`config.mk`:
```
export PLATFORM = sky130hd
export DESIGN_NAME = uart_rx_os_flat
export DESIGN_NICKNAME = d
export VERILOG_FILES = /design/src/rtl/uart_pkg.sv /design/src/rtl/uart_rx_os_if.sv /design/src/rtl/uart_baud_tick.sv /design/src/rtl/uart_rx_os.sv /design/src/flat_wrapper.sv
export SDC_FILE = /design/constraint.sdc
export NUM_CORES = 1
export LEC_CHECK = 0
export CELL_PAD_IN_SITES_DETAIL_PLACEMENT = 1
export CELL_PAD_IN_SITES_GLOBAL_PLACEMENT = 2
export CORE_UTILIZATION = 37
export CTS_CLUSTER_SIZE = 20
export DETAILED_ROUTE_END_ITERATION = 16
export GPL_TIMING_DRIVEN = 0
export PLACE_DENSITY_LB_ADDON = 0.12
export SLEW_MARGIN = 10
export SYNTH_ARGS = -nofsm -noshare
export SYNTH_HDL_FRONTEND = slang
export SYNTH_SLANG_ARGS = --single-unit
```
`constraint.sdc`:
```
create_clock -name clk -period 4.6 [get_ports clk]
set_clock_uncertainty 0.05 [all_clocks]
set_input_delay 0.92 -clock clk [delete_from_list [all_inputs] [get_ports clk]]
set_output_delay 0.92 -clock clk [all_outputs]
set_load 0.02 [all_outputs]
```
`src/rtl/uart_pkg.sv`:
```
// Shared types and helpers for the oversampling UART receive path.
package uart_pkg;

    typedef enum logic [2:0] {
        IDLE,
        START,
        DATA,
        PARITY,
        STOP,
        BRK_WAIT
    } rx_state_t;

    // Clocks per oversample tick, rounded to nearest.
    function automatic int calc_div(input longint sys_clk, input longint baud_rate,
                                    input longint oversample);
        longint den;
        den = baud_rate * oversample;
        return int'((sys_clk + den / 2) / den);
    endfunction

endpackage

```
`src/rtl/uart_rx_os_if.sv`:
```
// Ready/valid word port between the receiver and the RX FIFO.
interface uart_rx_os_if #(
    parameter int DATA_BITS = 8
);
    logic                 valid;
    logic                 ready;
    logic [DATA_BITS-1:0] data_out;
    logic                 parity_err;
    logic                 frame_err;
    logic                 break_det;
    logic                 overrun;

    modport master (
        output valid, data_out, parity_err, frame_err, break_det, overrun,
        input  ready
    );

    modport slave (
        input  valid, data_out, parity_err, frame_err, break_det, overrun,
        output ready
    );
endinterface

```
`src/rtl/uart_baud_tick.sv`:
```
// Oversample tick divider; restart realigns the phase to a start edge.
module uart_baud_tick #(
    parameter int DIV = 651
) (
    input  logic clk,
    input  logic reset,
    input  logic restart,
    output logic tick
);
    localparam int CW = (DIV > 1) ? $clog2(DIV) : 1;

    logic [CW-1:0] cnt;

    assign tick = (cnt == CW'(DIV - 1));

    // Count 0..DIV-1, wrapping after the tick.
    always_ff @(posedge clk) begin
        if (reset || restart)
            cnt <= '0;
        else if (tick)
            cnt <= '0;
        else
            cnt <= cnt + 1'b1;
    end
endmodule

```
`src/rtl/uart_rx_os.sv`:
```
// Oversampling UART receiver with majority vote and per-word status flags.
module uart_rx_os
    import uart_pkg::*;
#(
    parameter int DATA_BITS   = 8,
    parameter int BAUD_RATE   = 9600,
    parameter int SYS_CLK     = 100_000_000,
    parameter int OVERSAMPLE  = 16,
    parameter int STOP_BITS   = 1,
    parameter int HAS_PARITY  = 0,
    parameter int PARITY_EVEN = 0
) (
    input  logic         clk,
    input  logic         reset,
    input  logic         sig,
    uart_rx_os_if.master rx
);
    localparam int DIV = calc_div(SYS_CLK, BAUD_RATE, OVERSAMPLE);
    localparam int SW  = $clog2(OVERSAMPLE);

    localparam logic [SW-1:0] S_LO   = SW'(OVERSAMPLE / 2 - 1);
    localparam logic [SW-1:0] S_MID  = SW'(OVERSAMPLE / 2);
    localparam logic [SW-1:0] S_HI   = SW'(OVERSAMPLE / 2 + 1);
    localparam logic [SW-1:0] S_LAST = SW'(OVERSAMPLE - 1);
    localparam logic          STOP_LAST = (STOP_BITS == 2);

    if (DIV < 2) begin : g_div_chk
        $error("uart_rx_os: clock divider must be at least 2");
    end
    if (OVERSAMPLE < 8 || (OVERSAMPLE % 2) != 0) begin : g_os_chk
        $error("uart_rx_os: OVERSAMPLE must be even and >= 8");
    end
    if (DATA_BITS < 5 || DATA_BITS > 9) begin : g_db_chk
        $error("uart_rx_os: DATA_BITS must be 5..9");
    end

    logic                 sync1, sync2, prev;
    logic                 tick, start_edge, decide, bit_end;
    rx_state_t            state;
    logic [SW-1:0]        s;
    logic                 v_lo, v_mid, vote;
    logic [DATA_BITS-1:0] shreg;
    logic [3:0]           bit_cnt;
    logic                 stop_cnt;
    logic                 fe_acc, pe_acc, zero_acc;
    logic                 done, done_brk, done_fe, hs;

    // Two-stage synchroniser plus one history flop for edge detection.
    always_ff @(posedge clk) begin
        if (reset) begin
            sync1 <= 1'b1;
            sync2 <= 1'b1;
            prev  <= 1'b1;
        end else begin
            sync1 <= sig;
            sync2 <= sync1;
            prev  <= sync2;
        end
    end

    // Only a true 1->0 transition starts a frame, never a held-low line.
    assign start_edge = (state == IDLE) && prev && !sync2;

    uart_baud_tick #(.DIV(DIV)) u_tick (
        .clk     (clk),
        .reset   (reset),
        .restart (start_edge),
        .tick    (tick)
    );

    assign decide  = tick && (s == S_HI);
    assign bit_end = tick && (s == S_LAST);
    assign vote    = (v_lo & v_mid) | (v_lo & sync2) | (v_mid & sync2);

    // Frame ends at the last stop bit's decision point so the next start edge is caught.
    assign done     = (state == STOP) && decide && (stop_cnt == STOP_LAST);
    assign done_brk = zero_acc & ~vote;
    assign done_fe  = fe_acc | ~vote;
    assign hs       = rx.valid & rx.ready;

    // Sample counter, mid-bit vote capture and the frame FSM.
    always_ff @(posedge clk) begin
        if (reset) begin
            state    <= IDLE;
            s        <= '0;
            v_lo     <= 1'b0;
            v_mid    <= 1'b0;
            shreg    <= '0;
            bit_cnt  <= '0;
            stop_cnt <= 1'b0;
            fe_acc   <= 1'b0;
            pe_acc   <= 1'b0;
            zero_acc <= 1'b0;
        end else begin
            if (start_edge)
                s <= '0;
            else if (tick)
                s <= (s == S_LAST) ? '0 : s + 1'b1;

            if (tick && s == S_LO)  v_lo  <= sync2;
            if (tick && s == S_MID) v_mid <= sync2;

            case (state)
                IDLE: begin
                    if (start_edge) begin
                        state    <= START;
                        bit_cnt  <= '0;
                        stop_cnt <= 1'b0;
                        fe_acc   <= 1'b0;
                        pe_acc   <= 1'b0;
                        zero_acc <= 1'b1;
                    end
                end
                START: begin
                    if (decide && vote)
                        state <= IDLE;
                    else if (bit_end)
                        state <= DATA;
                end
                DATA: begin
                    if (decide) begin
                        shreg    <= {vote, shreg[DATA_BITS-1:1]};
                        zero_acc <= zero_acc & ~vote;
                        bit_cnt  <= bit_cnt + 1'b1;
                    end
                    if (bit_end && bit_cnt == 4'(DATA_BITS))
                        state <= (HAS_PARITY != 0) ? PARITY : STOP;
                end
                PARITY: begin
                    if (decide) begin
                        pe_acc   <= (vote != ((^shreg) ^ (PARITY_EVEN == 0)));
                        zero_acc <= zero_acc & ~vote;
                    end
                    if (bit_end)
                        state <= STOP;
                end
                STOP: begin
                    if (decide) begin
                        if (!vote)
                            fe_acc <= 1'b1;
                        if (stop_cnt == STOP_LAST)
                            state <= done_brk ? BRK_WAIT : IDLE;
                        else
                            stop_cnt <= stop_cnt + 1'b1;
                    end
                end
                BRK_WAIT: begin
                    if (sync2)
                        state <= IDLE;
                end
                default: state <= IDLE;
            endcase
        end
    end

    // Output holding register: load on completion, flag overrun if the slot is busy.
    always_ff @(posedge clk) begin
        if (reset) begin
            rx.valid      <= 1'b0;
            rx.data_out   <= '0;
            rx.parity_err <= 1'b0;
            rx.frame_err  <= 1'b0;
            rx.break_det  <= 1'b0;
            rx.overrun    <= 1'b0;
        end else if (done && (!rx.valid || hs)) begin
            rx.valid      <= 1'b1;
            rx.data_out   <= done_brk ? '0 : shreg;
            rx.parity_err <= (HAS_PARITY != 0) && pe_acc;
            rx.frame_err  <= done_fe;
            rx.break_det  <= done_brk;
            rx.overrun    <= 1'b0;
        end else if (done) begin
            rx.overrun <= 1'b1;
        end else if (hs) begin
            rx.valid   <= 1'b0;
            rx.overrun <= 1'b0;
        end
    end
endmodule
```
`src/flat_wrapper.sv`:
```
// flat-port wrapper written by rule: the top's interface ports become plain ports
module uart_rx_os_flat import uart_pkg::*;
#(
    parameter int DATA_BITS   = 8,
    parameter int BAUD_RATE   = 9600,
    parameter int SYS_CLK     = 100_000_000,
    parameter int OVERSAMPLE  = 16,
    parameter int STOP_BITS   = 1,
    parameter int HAS_PARITY  = 0,
    parameter int PARITY_EVEN = 0
)
  (clk, reset, sig, rx_valid, rx_data_out, rx_parity_err, rx_frame_err, rx_break_det, rx_overrun, rx_ready);
  uart_rx_os_if #(.DATA_BITS(DATA_BITS)) rx_i ();
  input  logic clk;
  input  logic reset;
  input  logic sig;
  output wire logic [$bits(rx_i.valid)-1:0] rx_valid;
  output wire logic [$bits(rx_i.data_out)-1:0] rx_data_out;
  output wire logic [$bits(rx_i.parity_err)-1:0] rx_parity_err;
  output wire logic [$bits(rx_i.frame_err)-1:0] rx_frame_err;
  output wire logic [$bits(rx_i.break_det)-1:0] rx_break_det;
  output wire logic [$bits(rx_i.overrun)-1:0] rx_overrun;
  input wire logic [$bits(rx_i.ready)-1:0] rx_ready;
  assign rx_valid = rx_i.valid;
  assign rx_data_out = rx_i.data_out;
  assign rx_parity_err = rx_i.parity_err;
  assign rx_frame_err = rx_i.frame_err;
  assign rx_break_det = rx_i.break_det;
  assign rx_overrun = rx_i.overrun;
  assign rx_i.ready = rx_ready;
  uart_rx_os #(.DATA_BITS(DATA_BITS), .BAUD_RATE(BAUD_RATE), .SYS_CLK(SYS_CLK), .OVERSAMPLE(OVERSAMPLE), .STOP_BITS(STOP_BITS), .HAS_PARITY(HAS_PARITY), .PARITY_EVEN(PARITY_EVEN)) u_core (.clk(clk), .reset(reset), .sig(sig), .rx(rx_i));
endmodule
```
## Word-level counts from Yosys, hierarchy flattened

Cells that the tools add are included.

- Logic and storage cells: 115
- Output and inout port bits: 13
- Register bits after elaboration: 49

- Bitwise operators: 10
- Mux-type cells: 29
- Equal/unequal tests: 22
- Reductions and logical operators: 32
- Add/sub/neg operators: 4

Operator list:

| cell | number |
|---|---|
| $mux 3 | 9 |
| $pmux 3 s6 | 1 |
| $eq 4x4->1 const B | 4 |
| $mux 4 | 3 |
| $ne 2x1->1 const B | 6 |
| $logic_and 1x1->1 | 11 |
| $mux 1 | 11 |
| $add 10x1->10 const B | 1 |
| $eq 10x10->1 const B | 1 |
| $reduce_bool 2->1 | 5 |
| $reduce_and 3->1 | 3 |
| $add 4x1->4 const B | 2 |
| $mux 8 | 1 |
| $ne 2x2->1 const B | 4 |
| $pmux 4 s2 | 1 |
| $reduce_or 2->1 | 4 |
| $reduce_and 7->1 | 1 |
| $eq 3x2->1 const B | 2 |
| $eq 3x3->1 const B | 2 |
| $pmux 1 s2 | 3 |
| $and 1x1->1 | 5 |
| $eq 4x3->1 const B | 1 |
| $reduce_and 2->1 | 2 |
| $reduce_and 4->1 | 1 |
| other kinds (8) | 13 |

## Longest topological paths before layout

- Depth after elaboration: 9
- Depth in mapped cells: 8
- Depth with buffers taken out: 7

## Hierarchy

Synthesis repeated with hierarchy kept, for this count alone.

- Cell total of the unflattened synthesis: 241
- Area, all modules: 2203.4 µm²

Modules (own cells, without submodules):

| module | seq. area each (µm²) | area each (µm²) | cells an instance | instances |
|---|---|---|---|---|
| uart_rx_os | 760.7 | 1740.4 | 190 | 1 |
| uart_baud_tick | 200.2 | 462.9 | 51 | 1 |

## Worst setup path after synthesis

Ideal clock, no wire load.

- Path type: register to register
- From: reg u_core.u_tick.cnt[7]
- To: reg u_core.state[1]
- Stages on the path, launching flop included: 6
- Path buffers: 0
- Arrival time: 1803 ps
- Setup slack: 2626 ps
- Library setup time: 121 ps
- Required time: 4429 ps
- Cells stage by stage: dfxtp_1 -> or3b_1 -> nor4_4 -> o221ai_1 -> nor2_1 -> mux2_2

- Longest elaborated chain between the ends: 5

RTL lines:

| item | line | text |
|---|---|---|
| start: declaration | uart_baud_tick.sv:12 | `logic [CW-1:0] cnt;` |
| start signal: assignment | uart_baud_tick.sv:23 | `cnt <= cnt + 1'b1;` |
| $eq 10x10->1 * | uart_baud_tick.sv:14 | `assign tick = (cnt == CW'(DIV - 1));` |
| $logic_and 1x1->1, on equally long branches | uart_rx_os.sv:71, uart_rx_os.sv:72 |  |
| $logic_and 1x1->1, on equally long branches | uart_rx_os.sv:115, uart_rx_os.sv:126 |  |
| $ne 3x1->1 (no line), or another cell as far along | - |  |
| $reduce_and 7->1 (no line) or $pmux 3 s6 (tied branches) | - |  |
| end signal: assignment | uart_rx_os.sv:127 | `state <= (HAS_PARITY != 0) ? PARITY : STOP;` |
| end signal: assignment | uart_rx_os.sv:142 | `state <= done_brk ? BRK_WAIT : IDLE;` |
| end: declaration | uart_rx_os.sv:39 | `rx_state_t state;` |

Every way passes the cells marked *; elsewhere a longest branch is shown, timed or not.
A chain may end at the register's enable or synchronous reset.

## Worst setup path in the final report

- From: reg u_core.u_tick.cnt[0]
- To: reg u_core.state[1]

Same word-level chain as after synthesis.

==> flow_summary.json <==
{
  "outcome": "finished, final reports clean",
  "start_util_pct": 38.3,
  "max_slew_margin_pct": 59.5,
  "synth_seq_area_share_pct": 45.6,
  "ys_warn_count": 0,
  "seqCellArea_um2": 961,
  "io_pins": 17,
  "power.density_nw_per_um2": 320,
  "synth_edf_count": 0,
  "gp_congestion": 0.717,
  "path_class": "reg2reg",
  "die_x_um": 77.5,
  "cp-start-kind": "register",
  "rsz0062_at_grt": "false",
  "max-cap-violations": 0,
  "synth_nets": 257,
  "fmax_mhz": 431,
  "placementRows": 27,
  "dr.pass1.iters": 4,
  "synth-main-ff-cell": "dfxtp_1",
  "clock_tree.buffer_depth": 2,
  "cts-buffers-inserted": 5,
  "grt_usage_pct": 17.3,
  "multi_input_area_um2": 1070,
  "grt_pass1_vias": 1689,
  "synth_async_sr_flop_share_pct": 0,
  "fin_util_pct": 44.3,
  "crit_required_ps": 4750,
  "ys_ff_latch": 48,
  "port_buffers": 15,
  "post_drt_wl_per_cell_um": 13.4,
  "crit_slowest_cell": "nor4_4",
  "num_vias": 1723,
  "insertion_delay_ps": 300,
  "irDropWorstVdd_v": 0.000151,
  "totalWireLength_mm": 4.57,
  "crit_chain": "inv_1 > ha_1 > nand4bb_1 > nor4_4 > o221ai_1 > nor2_1 > mux2_2",
  "h-tree-depth": 2,
  "tightest_slew_ps": 603,
  "min_period_over_period_pct": 50.4,
  "dieArea_um2": 6000,
  "syn_to_final_growth_pct": 15.7,
  "cp_max_fo": 10,
  "fp.dieH_um": 77.5,
  "cts_setup_buffers": 0,
  "path_buf_inv": 1,
  "hold_path.class": "reg2reg",
  "slowest_delay_ps": 590,
  "cts_tree": "yes",
  "drive_above_1_share_pct": 5.95,
  "end_kind": "register",
  "p_leak_nw": 0.880,
  "period_needed_ps": 2320,
  "dpl.hpwl_mm": 3.34,
  "core-area_um2": 5510,
  "dp.cells": 333,
  "setup_viol": 0,
  "grt_pass1_wl_mm": 8.18,
  "stdcell_count": 341,
  "drt_iter0_markers": 68,
  "cts_root_buf": "clkbuf_8",
  "via_per_inst": 5.05,
  "num-fill-cells": 695,
  "critical-path-top-delay-family": "simple AND/OR/NAND/NOR gates",
  "route.detailed.drc": 0,
  "syn_area_per_cell_um2": 8.57,
  "overflow": 0,
  "syn_inst": 246,
  "clock_sinks": 48,
  "clk_pin_slew_ps": 80,
  "ant_nets": 0,
  "yosys.cell_types.count": 43,
  "grt_max_degree": 14,
  "fin_setup_tns_ps": 0,
  "drv_slew": 0,
  "antenna_cells": 0,
  "reg2reg_slack_ps": 2280,
  "finalHoldViolations": 0,
  "nNetsFinal": 279,
  "synth_area_um2": 2110,
  "power_mw": 0.780,
  "antenna_found_initial": 0,
  "worstPathArrival_ps": 2460,
  "ctsHoldBuffers": 0,
  "post_cts_resized": 0
}
==> cell type report <==
cell class                 instances  area share [%]
multi-input combinational        179            43.7
sequential                        48            39.4
timing repair buffer              15            6.16
clock buffer                       8            3.69
tap                               72            3.69
buffer                            13            2.41
inverter                           6           0.924
==> worst paths after layout <==
kind / endpoint / startpoint / depth (start not counted)
worst max-delay path: u_core.state[1] / u_core.u_tick.cnt[0] / 7
worst min-delay path: u_core.sync2 / u_core.sync1 / 1
worst max register to register: u_core.state[1] / u_core.u_tick.cnt[0] / 7
worst min register to register: u_core.sync2 / u_core.sync1 / 1
==> logic make-up after synthesis <==
logic type	share of synthesized area [%]
mux	2.43
fa+ha+maj	4.63
other cells	0.178
compound gates	9.85
simple gates	28.5
flops	45.6
buf+inv	3.86
xor+xnor	4.99
==> metrics by stage <==
stage | setup slack, ps | hold slack [ps] | cell area [µm²]
after global placement | 1950 | 344 | 2350
final | 2280 | 368 | 2440
after floorplan | 2630 | 339 | 2110
after global routing | 2130 | 387 | 2440
after detailed placement | 1970 | 352 | 2350
after CTS | 2260 | 373 | 2440
==> synthesized netlist by cell type (2+ instances only) <==
| cell | n | area (µm²) |
|---|---|---|
| ha_1 | 7 | 87.6 |
| nor3b_1 | 2 | 15.0 |
| buf_2 | 2 | 10.0 |
| a21oi_1 | 23 | 115 |
| nand3b_1 | 3 | 22.5 |
| nor3_1 | 5 | 25.0 |
| inv_1 | 6 | 22.5 |
| a211oi_1 | 2 | 15.0 |
| xor2_1 | 6 | 52.6 |
| clkbuf_1 | 9 | 33.8 |
| and4_1 | 2 | 17.5 |
| nor2b_1 | 2 | 12.5 |
| dfxtp_1 | 48 | 961 |
| o21ai_0 | 3 | 15.0 |
| nand2_1 | 32 | 120 |
| xnor2_1 | 6 | 52.6 |
| or2_2 | 3 | 18.8 |
| nor2_1 | 24 | 90.1 |
| mux2i_1 | 4 | 40.0 |
| nand3_1 | 23 | 115 |
| buf_4 | 2 | 15.0 |
| and3_1 | 6 | 37.5 |
| nand2b_1 | 6 | 37.5 |
==> report_power, final <==
part / internal [mW] / total [mW] / switching, mW
registers: 0.425 / 0.437 / 0.0122
logic: 0.0308 / 0.0808 / 0.0501
clock network: 0.123 / 0.262 / 0.139
==> placed cells by master, fill, tap and decap left out, types with 6 or more instances in the layout <==
cell,count
dfxtp_1,48
nand2_1,32
nor2_1,24
nand3_1,23
a21oi_1,23
clkdlybuf4s50_1,15
clkbuf_1,11
ha_1,7
inv_1,6
nand2b_1,6
and3_1,6
xnor2_1,6
xor2_1,6
clkbuf_8,6
==> sequential cells by signal, indices dropped and copies added, names as in the netlist <==
signal and flops:
u_core.bit_cnt 4, u_core.fe_acc 1, u_core.prev 1, u_core.rx.break_det 1, u_core.rx.data_out 8, u_core.rx.frame_err 1
u_core.rx.overrun 1, u_core.rx.valid 1, u_core.s 4, u_core.shreg 8, u_core.state 3, u_core.sync1 1
u_core.sync2 1, u_core.u_tick.cnt 10, u_core.v_lo 1, u_core.v_mid 1, u_core.zero_acc 1
==> layer usage <==
metal | wire [µm] | GRT usage [%]
met5 | 0 | 0
met4 | 65 | 5.66
met3 | 125 | 4.00
met2 | 1910 | 25.2
met1 | 2480 | 24.8
(Power assumes the default switching activity.)
